--- config.mk ---
export PLATFORM = sky130hd
export DESIGN_NAME = axis_pkt_source
export DESIGN_NICKNAME = d
export VERILOG_FILES = /design/src/rtl/axis_pkt_source.sv
export SDC_FILE = /design/constraint.sdc
export NUM_CORES = 1
export LEC_CHECK = 0
export CAP_MARGIN = 0
export CORE_ASPECT_RATIO = 2
export CORE_MARGIN = 10
export CORE_UTILIZATION = 30
export CTS_CLUSTER_DIAMETER = 50
export DETAILED_ROUTE_END_ITERATION = 6
export GPL_ROUTABILITY_DRIVEN = 1
export SYNTH_ARGS = -nofsm -noshare
export SYNTH_HDL_FRONTEND = slang
export SYNTH_SLANG_ARGS = --single-unit
--- constraint.sdc ---
create_clock -name ACLK -period 3.9 [get_ports ACLK]
set_input_delay 1.17 -clock ACLK [delete_from_list [all_inputs] [get_ports ACLK]]
set_output_delay 1.17 -clock ACLK [all_outputs]
set_load 0.02 [all_outputs]
--- src/rtl/axis_pkt_source.sv ---
// axis_pkt_source: command-driven AXI4-Stream packet transmitter with an incrementing payload.
// Latency: descriptor accepted on edge N gives beat 0 at N+1; one bubble cycle between packets.
// Backpressure: TREADY low freezes every payload output; cmd_ready is low for the whole packet.
// Optional inter-beat gap compiled in with `define AXIS_PKT_SOURCE_GAP_EN.
module axis_pkt_source #(
  parameter int DATA_W = 32,
  parameter int ID_W   = 4,
  parameter int DEST_W = 4,
  parameter int USER_W = 1,
  parameter int LEN_W  = 8,
  parameter int GAP_W  = 4
) (
  input  logic                  ACLK,
  input  logic                  ARESET,
  input  logic                  cmd_valid,
  output logic                  cmd_ready,
  input  logic [LEN_W-1:0]      cmd_len,
  input  logic [DATA_W-1:0]     cmd_seed,
  input  logic [DATA_W/8-1:0]   cmd_keep,
  input  logic [ID_W-1:0]       cmd_id,
  input  logic [DEST_W-1:0]     cmd_dest,
  input  logic [GAP_W-1:0]      cmd_gap,
  output logic [DATA_W-1:0]     TDATA,
  output logic [DATA_W/8-1:0]   TSTRB,
  output logic [DATA_W/8-1:0]   TKEEP,
  output logic                  TLAST,
  output logic [ID_W-1:0]       TID,
  output logic [DEST_W-1:0]     TDEST,
  output logic [USER_W-1:0]     TUSER,
  output logic                  TVALID,
  input  logic                  TREADY,
  output logic                  busy,
  output logic [15:0]           pkt_count
);

  localparam int KEEP_W = DATA_W / 8;

  typedef enum logic [1:0] {
    ST_IDLE = 2'd0,
    ST_SEND = 2'd1
`ifdef AXIS_PKT_SOURCE_GAP_EN
    , ST_GAP = 2'd2
`endif
  } state_t;

  state_t              state_q, state_d;
  logic [LEN_W-1:0]    beat_q, beat_d;
  logic [LEN_W-1:0]    len_q, len_d;
  logic [KEEP_W-1:0]   keep_q, keep_d;
  logic                tvalid_q, tvalid_d;
  logic [DATA_W-1:0]   tdata_q, tdata_d;
  logic [KEEP_W-1:0]   tkeep_q, tkeep_d;
  logic                tlast_q, tlast_d;
  logic                tuser_q, tuser_d;
  logic [ID_W-1:0]     tid_q, tid_d;
  logic [DEST_W-1:0]   tdest_q, tdest_d;
  logic                cmd_ready_q, cmd_ready_d;
  logic                busy_q, busy_d;
  logic [15:0]         pkt_count_q, pkt_count_d;
  logic [LEN_W-1:0]    beat_nxt;

`ifdef AXIS_PKT_SOURCE_GAP_EN
  logic [GAP_W-1:0]    gap_q, gap_d;
  logic [GAP_W-1:0]    gap_cnt_q, gap_cnt_d;
`else
  // Gap field is accepted on the port but has no effect in this build.
  logic                unused_cmd_gap;
  assign unused_cmd_gap = ^cmd_gap;
`endif

  assign beat_nxt = beat_q + LEN_W'(1);

  // Next-state and next-output logic; every output is computed here one cycle ahead.
  always_comb begin
    state_d     = state_q;
    beat_d      = beat_q;
    len_d       = len_q;
    keep_d      = keep_q;
    tvalid_d    = tvalid_q;
    tdata_d     = tdata_q;
    tkeep_d     = tkeep_q;
    tlast_d     = tlast_q;
    tuser_d     = tuser_q;
    tid_d       = tid_q;
    tdest_d     = tdest_q;
    pkt_count_d = pkt_count_q;
`ifdef AXIS_PKT_SOURCE_GAP_EN
    gap_d       = gap_q;
    gap_cnt_d   = gap_cnt_q;
`endif

    case (state_q)
      ST_IDLE: begin
        if (cmd_valid && cmd_ready_q) begin
          // Latch the descriptor and present beat 0 straight away.
          state_d  = ST_SEND;
          beat_d   = '0;
          len_d    = cmd_len;
          keep_d   = cmd_keep;
          tvalid_d = 1'b1;
          tdata_d  = cmd_seed;
          tlast_d  = (cmd_len == '0);
          tkeep_d  = (cmd_len == '0) ? cmd_keep : '1;
          tuser_d  = 1'b1;
          tid_d    = cmd_id;
          tdest_d  = cmd_dest;
`ifdef AXIS_PKT_SOURCE_GAP_EN
          gap_d    = cmd_gap;
`endif
        end
      end

      ST_SEND: begin
        if (TREADY) begin
          if (tlast_q) begin
            state_d     = ST_IDLE;
            tvalid_d    = 1'b0;
            tlast_d     = 1'b0;
            tuser_d     = 1'b0;
            pkt_count_d = pkt_count_q + 16'd1;
          end else begin
            // Advance the payload; during a gap it waits here until SEND resumes.
            beat_d  = beat_nxt;
            tdata_d = tdata_q + DATA_W'(1);
            tlast_d = (beat_nxt == len_q);
            tkeep_d = (beat_nxt == len_q) ? keep_q : '1;
            tuser_d = 1'b0;
`ifdef AXIS_PKT_SOURCE_GAP_EN
            if (gap_q != '0) begin
              state_d   = ST_GAP;
              tvalid_d  = 1'b0;
              gap_cnt_d = gap_q;
            end
`endif
          end
        end
      end

`ifdef AXIS_PKT_SOURCE_GAP_EN
      ST_GAP: begin
        if (gap_cnt_q == GAP_W'(1)) begin
          state_d  = ST_SEND;
          tvalid_d = 1'b1;
        end else begin
          gap_cnt_d = gap_cnt_q - GAP_W'(1);
        end
      end
`endif

      default: begin
        state_d  = ST_IDLE;
        tvalid_d = 1'b0;
      end
    endcase

    // Handshake and status flags follow the state being entered, so they are registered too.
    cmd_ready_d = (state_d == ST_IDLE);
    busy_d      = (state_d != ST_IDLE);
  end

  // State and output registers with synchronous reset.
  always_ff @(posedge ACLK) begin
    if (ARESET) begin
      state_q     <= ST_IDLE;
      beat_q      <= '0;
      len_q       <= '0;
      keep_q      <= '0;
      tvalid_q    <= 1'b0;
      tdata_q     <= '0;
      tkeep_q     <= '0;
      tlast_q     <= 1'b0;
      tuser_q     <= 1'b0;
      tid_q       <= '0;
      tdest_q     <= '0;
      cmd_ready_q <= 1'b0;
      busy_q      <= 1'b0;
      pkt_count_q <= '0;
`ifdef AXIS_PKT_SOURCE_GAP_EN
      gap_q       <= '0;
      gap_cnt_q   <= '0;
`endif
    end else begin
      state_q     <= state_d;
      beat_q      <= beat_d;
      len_q       <= len_d;
      keep_q      <= keep_d;
      tvalid_q    <= tvalid_d;
      tdata_q     <= tdata_d;
      tkeep_q     <= tkeep_d;
      tlast_q     <= tlast_d;
      tuser_q     <= tuser_d;
      tid_q       <= tid_d;
      tdest_q     <= tdest_d;
      cmd_ready_q <= cmd_ready_d;
      busy_q      <= busy_d;
      pkt_count_q <= pkt_count_d;
`ifdef AXIS_PKT_SOURCE_GAP_EN
      gap_q       <= gap_d;
      gap_cnt_q   <= gap_cnt_d;
`endif
    end
  end

  assign cmd_ready = cmd_ready_q;
  assign busy      = busy_q;
  assign pkt_count = pkt_count_q;
  assign TVALID    = tvalid_q;
  assign TDATA     = tdata_q;
  assign TKEEP     = tkeep_q;
  assign TSTRB     = tkeep_q;
  assign TLAST     = tlast_q;
  assign TID       = tid_q;
  assign TDEST     = tdest_q;
  assign TUSER     = USER_W'(tuser_q);

endmodule

==> results_dict.tcl <==
set metrics [dict create \
    synthArstFlopShare 0 \
    finalMaxSlewViolations 0 \
    dp_hpwl_um 11300 \
    yosys-top-cells-area "dfxtp_1, nand2_1, a21oi_1" \
    skew_ps 11.6 \
    clock_sinks 87 \
    netlist-cell-type-count 57 \
    hold_slack_ps 457 \
    die_w_um 106 \
    cts_setup_buffers 0 \
    cts_buffers 9 \
    multi_input_area_um2 2490 \
    place_congestion 0.817 \
    die_h_um 192 \
    fillerInstances 1493 \
    power.total_w 0.00223 \
    most-common-layout-cells "clkdlybuf4s50_1, nand2_1, dfxtp_1, a21oi_1, nor2_1" \
    leakage_nw 2.04 \
    cpPeakStageDelay_ps 550 \
    h-tree-depth 3 \
    crit_path_start_kind "primary input" \
    fmax_ghz 0.347 \
    first_iter_violations 216 \
    p_per_area_nw_per_um2 361 \
    syn_nets 655 \
    period_needed_ps 2880 \
    nets 753 \
    ant_nets 0 \
    clk_pin_slew_ps 70 \
    rsz0062_at_grt "no" \
    drive_above_1_share 0.0590 \
    antenna_found_initial 0 \
    hold_viol 0 \
    switching_share 0.258 \
    cp_slowest_cell "clkdlybuf4s50_1" \
    synth-main-ff-cell "dfxtp_1" \
    yosys.area.top_type "dfxtp_1" \
    yosysTopAreaCellShare 0.391 \
    grt_overflow 0 \
    tns_ps 0 \
    cp-end-kind "flip-flop" \
    start_util 0.302 \
    post-route-drc-count 0 \
    setup.worst_path.class "in -> reg" \
    grtUsageTotal 0.143 \
    synth-seq-cells 87 \
    totalWireLength_um 15000 \
    yosysWarnings 0 \
    cap_violations 0 \
    clock_power_share 0.440 \
    synth_area_um2 4450 \
    root_buffer "clkbuf_16" \
    irDropWorstVdd_mv 0.205 \
    cp_max_fo 22 \
    cts_tree "yes" \
    seq_area_frac_synth 0.391 \
    worst_pin_slew_ps 633 \
    internal_power_w 0.00165 \
    fp-row-count 63 \
    ios 129 \
    grt_pass1_vias 4690 \
    seqPwrFrac 0.430 \
    diodes 0 \
    vias 4667 \
    cts_max_path_buffers 2 \
    synth_edf_count 0 \
    die-area_um2 20400 \
    seq_area_um2 1740 \
    crit_start "TREADY" \
    syn_inst 592 \
    grt_pass1_wl_um 23900 \
    path_cells "clkdlybuf4s50_1, nand3b_1, a21o_1, buf_4, or3_1, a31oi_1" \
    setup_violations 0 \
    final_common_cell "clkdlybuf4s50_1" \
    syn_to_final_growth_pct 38.3 \
    coreArea_um2 14700 \
    status "finished clean" \
    wl_per_cell_um 16.8 \
    cts_hold_buffers 0 \
    cts.repair.resized 0 \
    syn_area_per_cell_um2 7.52 \
    io_buffers 124 \
    hold_path.class "reg -> reg" \
    cp_data_arrival_time_ps 3150 \
    maxSlewHeadroom 0.571 \
    clock_latency_ps 340 \
    dr.pass1.iters 5 \
    period_share 0.740 \
    grt_max_degree 52 \
    cp_data_required_time_ps 4160 \
    worstReg2RegStart "TDATA[0]" \
    viasPerCell 5.24 \
    worstHoldStart "TDEST[0]" \
    power_frac_comb 0.130 \
    worst-path-buf-inv 2 \
    switching_power_w 0.000575 \
    cp_top_family "buffers and inverters" \
]
==> final timing paths <==
kind               endpoint  slack (ps)  cells after the start
hold / removal     TDEST[0]         460                      2
hold reg to reg    TDEST[0]         460                      2
setup reg to reg  TDATA[26]        1530                      7
setup / recovery   TDATA[0]        1020                      6
==> power groups by stage <==
stage	Clock (W)	Combinational, W	Sequential (W)
after floorplan	0	0.000113	0.00100
after global placement	0	0.000290	0.000975
after detailed placement	0	0.000293	0.000976
after CTS	0.00100	0.000294	0.000956
after global routing	0.00103	0.000315	0.000962
final	0.000980	0.000289	0.000956
==> worst reg2reg max path, stage by stage, from the launching register on <==
cell and delay, ps:
dfxtp_1 430, ha_1 250, nand3_1 160, or2_1 360, nor3_2 400, nand2_1 130
or4_1 420, a31oi_1 160
==> through the flow <==
| step | cells | cell area [um2] | worst slack (ps) | utilization |
|---|---|---|---|---|
| 6_report | 890 | 6160 | 1020 | 0.418 |
| 5_1_grt | 890 | 6160 | 888 | 0.418 |
| 4_1_cts | 890 | 6160 | 1000 | 0.418 |
| 3_5_place_dp | 874 | 5820 | 655 | 0.395 |
| 3_3_place_gp | 874 | 5820 | 700 | 0.395 |
| 2_1_floorplan | 592 | 4450 | 1380 | - |
==> cell usage after synthesis, types with 2 or more instances <==
| master | count |
|---|---|
| nand2_1 | 94 |
| dfxtp_1 | 87 |
| a21oi_1 | 64 |
| nor2_1 | 55 |
| nand3_1 | 38 |
| o21ai_0 | 34 |
| clkbuf_1 | 33 |
| and3_1 | 14 |
| a31oi_1 | 13 |
| xor2_1 | 12 |
| nor4_1 | 11 |
| nor3_1 | 10 |
| or3_1 | 10 |
| nand4_1 | 9 |
| a211oi_1 | 7 |
| buf_4 | 7 |
| o22ai_1 | 7 |
| xnor2_1 | 7 |
| inv_1 | 6 |
| o211ai_1 | 5 |
| a22oi_1 | 4 |
| and2_1 | 4 |
| buf_2 | 4 |
| o31ai_1 | 4 |
| and4_1 | 3 |
| buf_1 | 3 |
| ha_1 | 3 |
| nand2b_1 | 3 |
| nor4b_1 | 3 |
| a21o_1 | 2 |
| a311oi_1 | 2 |
| and4b_1 | 2 |
| mux2_2 | 2 |
| mux2i_1 | 2 |
| nand3b_1 | 2 |
| nor3_2 | 2 |
| nor3b_1 | 2 |
| o32ai_1 | 2 |
| or4_1 | 2 |
==> state kept, by name, indices dropped and copies added (netlist names) <==
signal and cells:
pkt_count 16, TVALID 1, TKEEP 4, busy 1, len_q 8, beat_q 8, state_q 2, keep_q 4
TLAST 1, TUSER 1, cmd_ready 1, TDEST 4, TDATA 32, TID 4
==> cell families (layout without fill, tap and decap cells) <==
| logic type | after synthesis | after routing | synth area share |
|---|---|---|---|
| compound gates | 153 | 153 | 0.202 |
| xor+xnor | 19 | 19 | 0.0374 |
| fa+ha+maj | 3 | 3 | 0.00843 |
| buf+inv | 54 | 157 | 0.0542 |
| flops | 87 | 87 | 0.391 |
| mux | 4 | 4 | 0.00955 |
| other cells | 1 | 1 | 0.000842 |
| simple gates | 271 | 271 | 0.297 |
==> metal layers <==
metal  GRT usage  routed length, um
met2       0.272               8390
met4      0.0539                257
met3      0.0355                833
met1       0.145               5480
met5           0                  0
==> layout make-up <==
type | instances | share of cell area
clock inverters | 6 | 0.0158
flip-flops and latches | 87 | 0.283
inverters | 6 | 0.00366
repair buffers | 135 | 0.214
multi-input cells | 451 | 0.405
clock buffers | 10 | 0.0388
well taps | 195 | 0.0396
(Power assumes the default switching activity.)
